`src/rtl/mii_baser_66b_encoder_pkg.sv`:
```
// baser_pkg: BASE-R lane characters, control codes, sync headers, block types and enums.
package baser_pkg;
    localparam logic [7:0] MII_IDLE  = 8'h07;
    localparam logic [7:0] MII_ERROR = 8'hFE;
    localparam logic [7:0] MII_START = 8'hFB;
    localparam logic [7:0] MII_TERM  = 8'hFD;
    localparam logic [7:0] MII_SEQ   = 8'h9C;
    localparam logic [6:0] CTRL_IDLE  = 7'h00;
    localparam logic [6:0] CTRL_ERROR = 7'h1E;
    localparam logic [1:0] SYNC_DATA = 2'b10;
    localparam logic [1:0] SYNC_CTRL = 2'b01;
    localparam logic [7:0] BT_C = 8'h1E;
    localparam logic [7:0] BT_S = 8'h78;
    localparam logic [7:0] BT_O = 8'h4B;
    // Terminate block types, byte k belongs to T_k.
    localparam logic [63:0] BT_T = {8'hFF, 8'hE1, 8'hD2, 8'hCC, 8'hB4, 8'hAA, 8'h99, 8'h87};
    localparam logic [65:0] IDLE_BLOCK = {56'h0, BT_C, SYNC_CTRL};
    localparam logic [65:0] ERR_BLOCK  = {{8{CTRL_ERROR}}, BT_C, SYNC_CTRL};
    typedef enum logic [1:0] {TX_INIT, TX_C, TX_D, TX_E} tx_state_t;
    typedef enum logic [2:0] {CLS_C, CLS_S, CLS_O, CLS_D, CLS_T, CLS_E} blk_class_t;
    function automatic logic [6:0] ctrl_code(input logic [7:0] ch);
        return ch == MII_IDLE ? CTRL_IDLE : CTRL_ERROR;
    endfunction
endpackage

```
`src/rtl/mii_baser_66b_encoder_block_builder.sv`:
```
// mii_66b_block_builder: classifies one MII word and forms its candidate 66b block.
module mii_66b_block_builder
    import baser_pkg::*;
(
    input  logic [63:0] txd_i,
    input  logic [7:0]  txc_i,
    output blk_class_t  cls_o,
    output logic [65:0] block_o
);
    logic [7:0]  is_ic;
    logic [7:0]  t_ok;
    logic [55:0] codes;
    logic [55:0] t_pay;
    logic [7:0]  t_type;
    logic        c_ok;
    logic        s_ok;
    logic        o_ok;
    logic        d_ok;
    // Lane j's 7b code sits at [10+7j] in both C and T blocks, so one code vector serves both.
    always_comb begin
        is_ic  = '0;
        codes  = '0;
        t_ok   = '0;
        t_pay  = '0;
        t_type = '0;
        for (int i = 0; i < 8; i++) begin
            is_ic[i] = txd_i[8*i +: 8] == MII_IDLE || txd_i[8*i +: 8] == MII_ERROR;
            codes[7*i +: 7] = ctrl_code(txd_i[8*i +: 8]);
        end
        for (int k = 0; k < 8; k++) begin
            t_ok[k] = txc_i == 8'hFF << k && txd_i[8*k +: 8] == MII_TERM && &(is_ic | ~(8'hFE << k));
            if (t_ok[k]) begin
                t_type = BT_T[8*k +: 8];
                for (int i = 0; i < 7; i++)
                    if (i < k) t_pay[8*i +: 8] = txd_i[8*i +: 8];
                for (int i = 1; i < 8; i++)
                    if (i > k) t_pay[7*i +: 7] = codes[7*i +: 7];
            end
        end
    end
    assign c_ok = txc_i == 8'hFF && &is_ic;
    assign s_ok = txc_i == 8'h01 && txd_i[7:0] == MII_START;
    assign o_ok = txc_i == 8'hF1 && txd_i[7:0] == MII_SEQ && txd_i[63:32] == {4{MII_IDLE}};
    assign d_ok = txc_i == 8'h00;
    assign cls_o = c_ok ? CLS_C : s_ok ? CLS_S : o_ok ? CLS_O : d_ok ? CLS_D : |t_ok ? CLS_T : CLS_E;
    assign block_o = c_ok  ? {codes, BT_C, SYNC_CTRL} :
                     s_ok  ? {txd_i[63:8], BT_S, SYNC_CTRL} :
                     o_ok  ? {28'h0, 4'h0, txd_i[31:8], BT_O, SYNC_CTRL} :
                     d_ok  ? {txd_i, SYNC_DATA} :
                     |t_ok ? {t_pay, t_type, SYNC_CTRL} : ERR_BLOCK;
endmodule

```
`src/rtl/mii_baser_66b_encoder.sv`:
```
// mii_baser_66b_encoder: 64b MII to 66b BASE-R transmit encoder with block counters.
module mii_baser_66b_encoder
    import baser_pkg::*;
#(
    parameter int DATA_WIDTH  = 64,
    parameter int HDR_WIDTH   = 2,
    parameter int FRAME_WIDTH = DATA_WIDTH + HDR_WIDTH,
    parameter int CTRL_WIDTH  = DATA_WIDTH / 8
) (
    input  logic                   clk,
    input  logic                   i_rst,
    input  logic                   i_valid,
    input  logic [DATA_WIDTH-1:0]  i_txd,
    input  logic [CTRL_WIDTH-1:0]  i_txc,
    output logic [FRAME_WIDTH-1:0] o_tx_coded,
    output logic                   o_valid,
    output logic [31:0]            o_block_count,
    output logic [31:0]            o_data_count,
    output logic [31:0]            o_ctrl_count,
    output logic [31:0]            o_err_count
);
    tx_state_t               state_q, state_d;
    blk_class_t              cls;
    logic [FRAME_WIDTH-1:0]  cand, coded_q, coded_d;
    logic                    valid_q, err;
    logic [31:0]             blk_q, blk_d, data_q, data_d, ctrl_q, ctrl_d, err_q, err_d;
    mii_66b_block_builder u_builder (
        .txd_i   (i_txd),
        .txc_i   (i_txc),
        .cls_o   (cls),
        .block_o (cand)
    );
    always_ff @(posedge clk or posedge i_rst) begin
        if (i_rst) begin
            state_q <= TX_INIT;
            coded_q <= IDLE_BLOCK;
            valid_q <= 1'b0;
            blk_q   <= '0;
            data_q  <= '0;
            ctrl_q  <= '0;
            err_q   <= '0;
        end else begin
            state_q <= state_d;
            coded_q <= coded_d;
            valid_q <= i_valid;
            blk_q   <= blk_d;
            data_q  <= data_d;
            ctrl_q  <= ctrl_d;
            err_q   <= err_d;
        end
    end
    // Ordered sets travel like idles; only a word landing in TX_E is replaced by the error block.
    always_comb begin
        state_d = state_q;
        if (i_valid)
            case (state_q)
                TX_INIT, TX_C: state_d = cls inside {CLS_C, CLS_O} ? TX_C : cls == CLS_S ? TX_D : TX_E;
                TX_D:          state_d = cls == CLS_D ? TX_D : cls == CLS_T ? TX_C : TX_E;
                default:       state_d = cls inside {CLS_D, CLS_S} ? TX_D : cls == CLS_E ? TX_E : TX_C;
            endcase
    end
    always_comb begin
        err     = i_valid && state_d == TX_E;
        coded_d = !i_valid ? coded_q : err ? ERR_BLOCK : cand;
        blk_d   = blk_q + 32'(i_valid);
        data_d  = data_q + 32'(i_valid && coded_d[HDR_WIDTH-1:0] == SYNC_DATA);
        ctrl_d  = ctrl_q + 32'(i_valid && coded_d[HDR_WIDTH-1:0] == SYNC_CTRL);
        err_d   = err_q + 32'(err);
    end
    assign o_tx_coded    = coded_q;
    assign o_valid       = valid_q;
    assign o_block_count = blk_q;
    assign o_data_count  = data_q;
    assign o_ctrl_count  = ctrl_q;
    assign o_err_count   = err_q;
endmodule

```
`config.mk`:
```
export PLATFORM = sky130hd
export DESIGN_NAME = mii_baser_66b_encoder
export DESIGN_NICKNAME = d
export VERILOG_FILES = /design/src/rtl/mii_baser_66b_encoder_pkg.sv /design/src/rtl/mii_baser_66b_encoder_block_builder.sv /design/src/rtl/mii_baser_66b_encoder.sv
export SDC_FILE = /design/constraint.sdc
export NUM_CORES = 1
export LEC_CHECK = 0
export BUFFER_PORTS_ARGS = -buffer_cell sky130_fd_sc_hd__buf_2
export CORE_MARGIN = 4
export CORE_UTILIZATION = 35
export DETAILED_ROUTE_END_ITERATION = 8
export GPL_TIMING_DRIVEN = 0
export PLACE_DENSITY = 0.55
export SLEW_MARGIN = 20
export SYNTH_ARGS = -nofsm -noshare
export SYNTH_HDL_FRONTEND = slang
export SYNTH_SLANG_ARGS = --single-unit
```
`constraint.sdc`:
```
create_clock -name clk -period 12.35 [get_ports clk]
set_clock_uncertainty 0.15 [all_clocks]
set_input_delay 1.235 -clock clk [delete_from_list [all_inputs] [get_ports clk]]
set_output_delay 1.235 -clock clk [all_outputs]
set_load 0.1 [all_outputs]
```
==> results.toml <==
[grt]
antenna_found_initial = 1
grt_pass1_wl_um = 49900
grt.total_usage_pct = 19.9
first_global_vias = 8771
globalRouteOverflowTotal = 0
grt_max_degree = 93

[run]
maxCapViolations = 0

[timing]
worst_pin_slew_ns = 0.835
post_route_worst_setup_slack_ns = 6.42
grt_setup_unrepaired = "no"
finalMaxSlewViolations = 0
slew_headroom_pct = 44.3
fin_tns_setup_ns = 0
period_needed_ns = 5.93
timing.final.hold_violations = 0
fmax_mhz = 169
setup_viols_final = 0
post-route-period-util_pct = 48.0

[clocking]
cts_hold_repair_buffers = 0
clock_tree.buffer_depth = 2
postCtsResizedCells = 0
worstSkewPairLatency_ns = 0.44
total_cts_buffers = 17
cts-htree-levels = 4
post_cts_buffers = 0
cts_root_buffer = "sky130_fd_sc_hd__clkbuf_16"
tritoncts = "built"
clk_transition_reported_paths_ns = 0.09
clock-sinks = 197

[drt]
ant_nets = 0
drt_initial_violations = 592
route.detailed.wl_per_inst_um = 18.6
dr_total_vias = 9017
postRouteWirelength_um = 31700
detailroute.wirelength.met3_um = 2360
top_layer_used = "met5"
met2RoutedLength_um = 14700
drt_pre_antenna_iters = 6
drc = 0
vias_per_cell = 5.28
wl_met1_um = 14000

[layout]
fin_nets = 1399
filler_cell_count = 2750
stdcell_area_um2 = 12600
layout-drive-gt1-share_pct = 26.0
fin_cells = 1708
multi_input_area_um2 = 4880
syn_to_final_growth_pct = 24.9
seq_area_um2 = 4940

[synthesis]
synth_seq_cells = 197
synth_area_leaders = "sky130_fd_sc_hd__dfrtp_1, sky130_fd_sc_hd__xnor2_1, sky130_fd_sc_hd__nor2_1"
synthesis.nets = 1111
top_cell_type_s_share_of_synthesized_area_pct = 47.5
synth_sequential_area_ratio_pct = 48.8
syn_area_per_cell_um2 = 9.84
post_synth_edffs = 0
yosysTopAreaCell = "sky130_fd_sc_hd__dfrtp_1"
post_syn_instances = 1028
synth.lib_cells_used.distinct = 70
syn_area_um2 = 10100
synth-async-reset-ratio_pct = 100
ys.warnings.count = 0
ys_dominant_reg_cell = "sky130_fd_sc_hd__dfrtp_1"

[placement]
detailed_place.area_um2 = 12000
buffer_ports.inserted = 267
place_hpwl_um = 24700
gpl.final_weighted_congestion = 0.919
numPlacedInstances = 1675
post-place-ws_ns = 5.98

[floorplan]
dieHeight_um = 178
total_core_area_um2 = 28200
die_wd_um = 178
io_pins = 270
core.rowCount = 61
fp.dieArea_um2 = 31700
start_util_pct = 35.9

[setup_path]
worst-endpoint-arrival_ns = 6.11
worstReg2RegStart = "state_q[1]$_DFF_PP0_"
critical_path.startpoint = "i_txd[61]"
start_kind = "input pin"
wp_data_required_ns = 12.53
r2r.worst_path.cells = 15
regToRegSetupSlack_ns = 8.16
critPathKind = "in2reg"
path_max_fanout = 10
cp-end-kind = "register"
crit-reg2reg-capture = "o_data_count[29]$_DFF_PP0_"

[power]
share_clk_of_total_power_pct = 34.7
p_total_mw = 1.73
power_switching_share_pct = 39.4
ir_drop_uv = 92.3
p_int_mw = 1.05
power_density_nw_per_um2 = 137
pwr-share-seq_pct = 41.4
power.share.combinational_pct = 23.9
p_leak_nw = 5.75
total_switching_power_mw = 0.683

[worst_hold_path]
min_from = "o_data_count[31]$_DFF_PP0_"
hold-path-cell-count = 1
hold_path_sink = "o_data_count[31]$_DFF_PP0_"
worstHoldPathType = "reg2reg"

[run_status]
run_status = "finished clean"
## per-stage QoR
| step | hold slack [ns] | util, % |
|---|---|---|
| 5_1_grt | 0.328 | 44.8 |
| 3_3_place_gp | 0.306 | 42.3 |
| 3_5_place_dp | 0.309 | 42.6 |
| 2_1_floorplan | 0.364 | - |
| 4_1_cts | 0.326 | 44.8 |
| 6_report | 0.323 | 44.8 |
## sequential cells by signal, summed over array words and instances (netlist names)
name           count
o_ctrl_count      32
o_data_count      32
state_q            2
o_block_count     32
o_err_count       32
o_valid            1
o_tx_coded        66
## cells in the mapped netlist, drive strengths merged, types with 2 or more instances
cell and number:
nand2 75, nor4 12, nand3 65, o211ai 14, o21a 4, nand3b 5, nor2b 8, and4 12
nor2 90, o2111ai 3, or3 7, xor2 23, dfstp 5, nand4 37, o22a 13, a21oi 54
nor3b 2, xnor2 98, buf 9, dfrtp 192, ha 8, nand4b 5, clkbuf 19, a211oi 6
inv 44, a21o 12, and3 31, o22ai 33, nand2b 2, o31ai 2, nor4b 5, or4 5
and2 6, or2 9, a22oi 30, or4b 4, o21ai 33, a31oi 12, nor3 22
## kinds of logic after synthesis
logic type      after synthesis  synth area share (%)
compound gates              223                  15.1
xor+xnor                    121                  10.5
fa+ha+maj                     8                 0.990
buf+inv                      72                  2.93
flops                       197                  48.8
simple gates                407                  21.7
## cells in the final DEF, fill, tap and decap left out, drive strengths merged, types with 7 or more instances in the layout
cell type  count
o22a          13
nor4          12
nor3          22
a21o          12
nor2b          8
nand2         75
inv           54
and3          31
xor2          23
ha             8
o211ai        14
or3            7
o21ai         33
xnor2         98
clkbuf        36
and4          12
o22ai         33
a21oi         54
buf          278
a31oi         12
a22oi         30
nor2          90
nand4         37
nand3         65
or2            9
dfrtp        192
## power groups by stage
stage / combinational (mW) / clock [mW] / sequential [mW]
2_1_floorplan: 0.0711 / 0 / 0.974
3_3_place_gp: 0.412 / 0 / 0.728
3_5_place_dp: 0.416 / 0 / 0.730
4_1_cts: 0.416 / 0.620 / 0.717
5_1_grt: 0.435 / 0.647 / 0.724
6_report: 0.414 / 0.601 / 0.717
## critical path, cell delays in order
cell	delay, ns
sky130_fd_sc_hd__buf_2	0.11
sky130_fd_sc_hd__or4_4	0.55
sky130_fd_sc_hd__nor2_4	0.21
sky130_fd_sc_hd__o211ai_2	0.27
sky130_fd_sc_hd__nor4_4	0.58
sky130_fd_sc_hd__nand2_1	0.37
sky130_fd_sc_hd__a22oi_4	0.34
sky130_fd_sc_hd__o211ai_4	0.18
sky130_fd_sc_hd__buf_4	0.23
sky130_fd_sc_hd__nor2_1	0.15
sky130_fd_sc_hd__ha_1	0.23
sky130_fd_sc_hd__and3_1	0.27
sky130_fd_sc_hd__and4_1	0.27
sky130_fd_sc_hd__nor2b_1	0.32
sky130_fd_sc_hd__nand3_1	0.24
sky130_fd_sc_hd__nor2_1	0.26
sky130_fd_sc_hd__nand4_1	0.15
sky130_fd_sc_hd__xnor2_1	0.14
## area by class of cell
class | instances | area share, %
Timing Repair Buffer | 269 | 11.0
Clock inverter | 15 | 1.68
Clock buffer | 17 | 3.37
Sequential cell | 197 | 39.1
Multi-Input combinational cell | 759 | 38.7
Inverter | 44 | 1.37
Antenna cell | 1 | 0.0198
Buffer | 28 | 1.04
Tap cell | 378 | 3.74
## worst max-delay path by stage
stage | cells after the start | slack (ns) | end
final | 18 | 6.42 | o_data_count[29]$_DFF_PP0_
after global routing | 19 | 6.11 | o_data_count[29]$_DFF_PP0_
after CTS | 18 | 6.45 | o_data_count[29]$_DFF_PP0_
after detailed placement | 18 | 5.98 | o_data_count[29]$_DFF_PP0_
after global placement | 2 | 3.04 | o_ctrl_count[25]$_DFF_PP0_
after floorplan | 1 | 5.60 | o_block_count[0]$_DFF_PP0_
## routing by layer
metal | up-vias | GRT usage (%)
met3 | 65 | 3.75
met5 | - | 0
met4 | 2 | 6.22
met1 | 4289 | 27.4
li1 | 4308 | -
met2 | 353 | 31.8
Power figures use the tool's default switching activity.
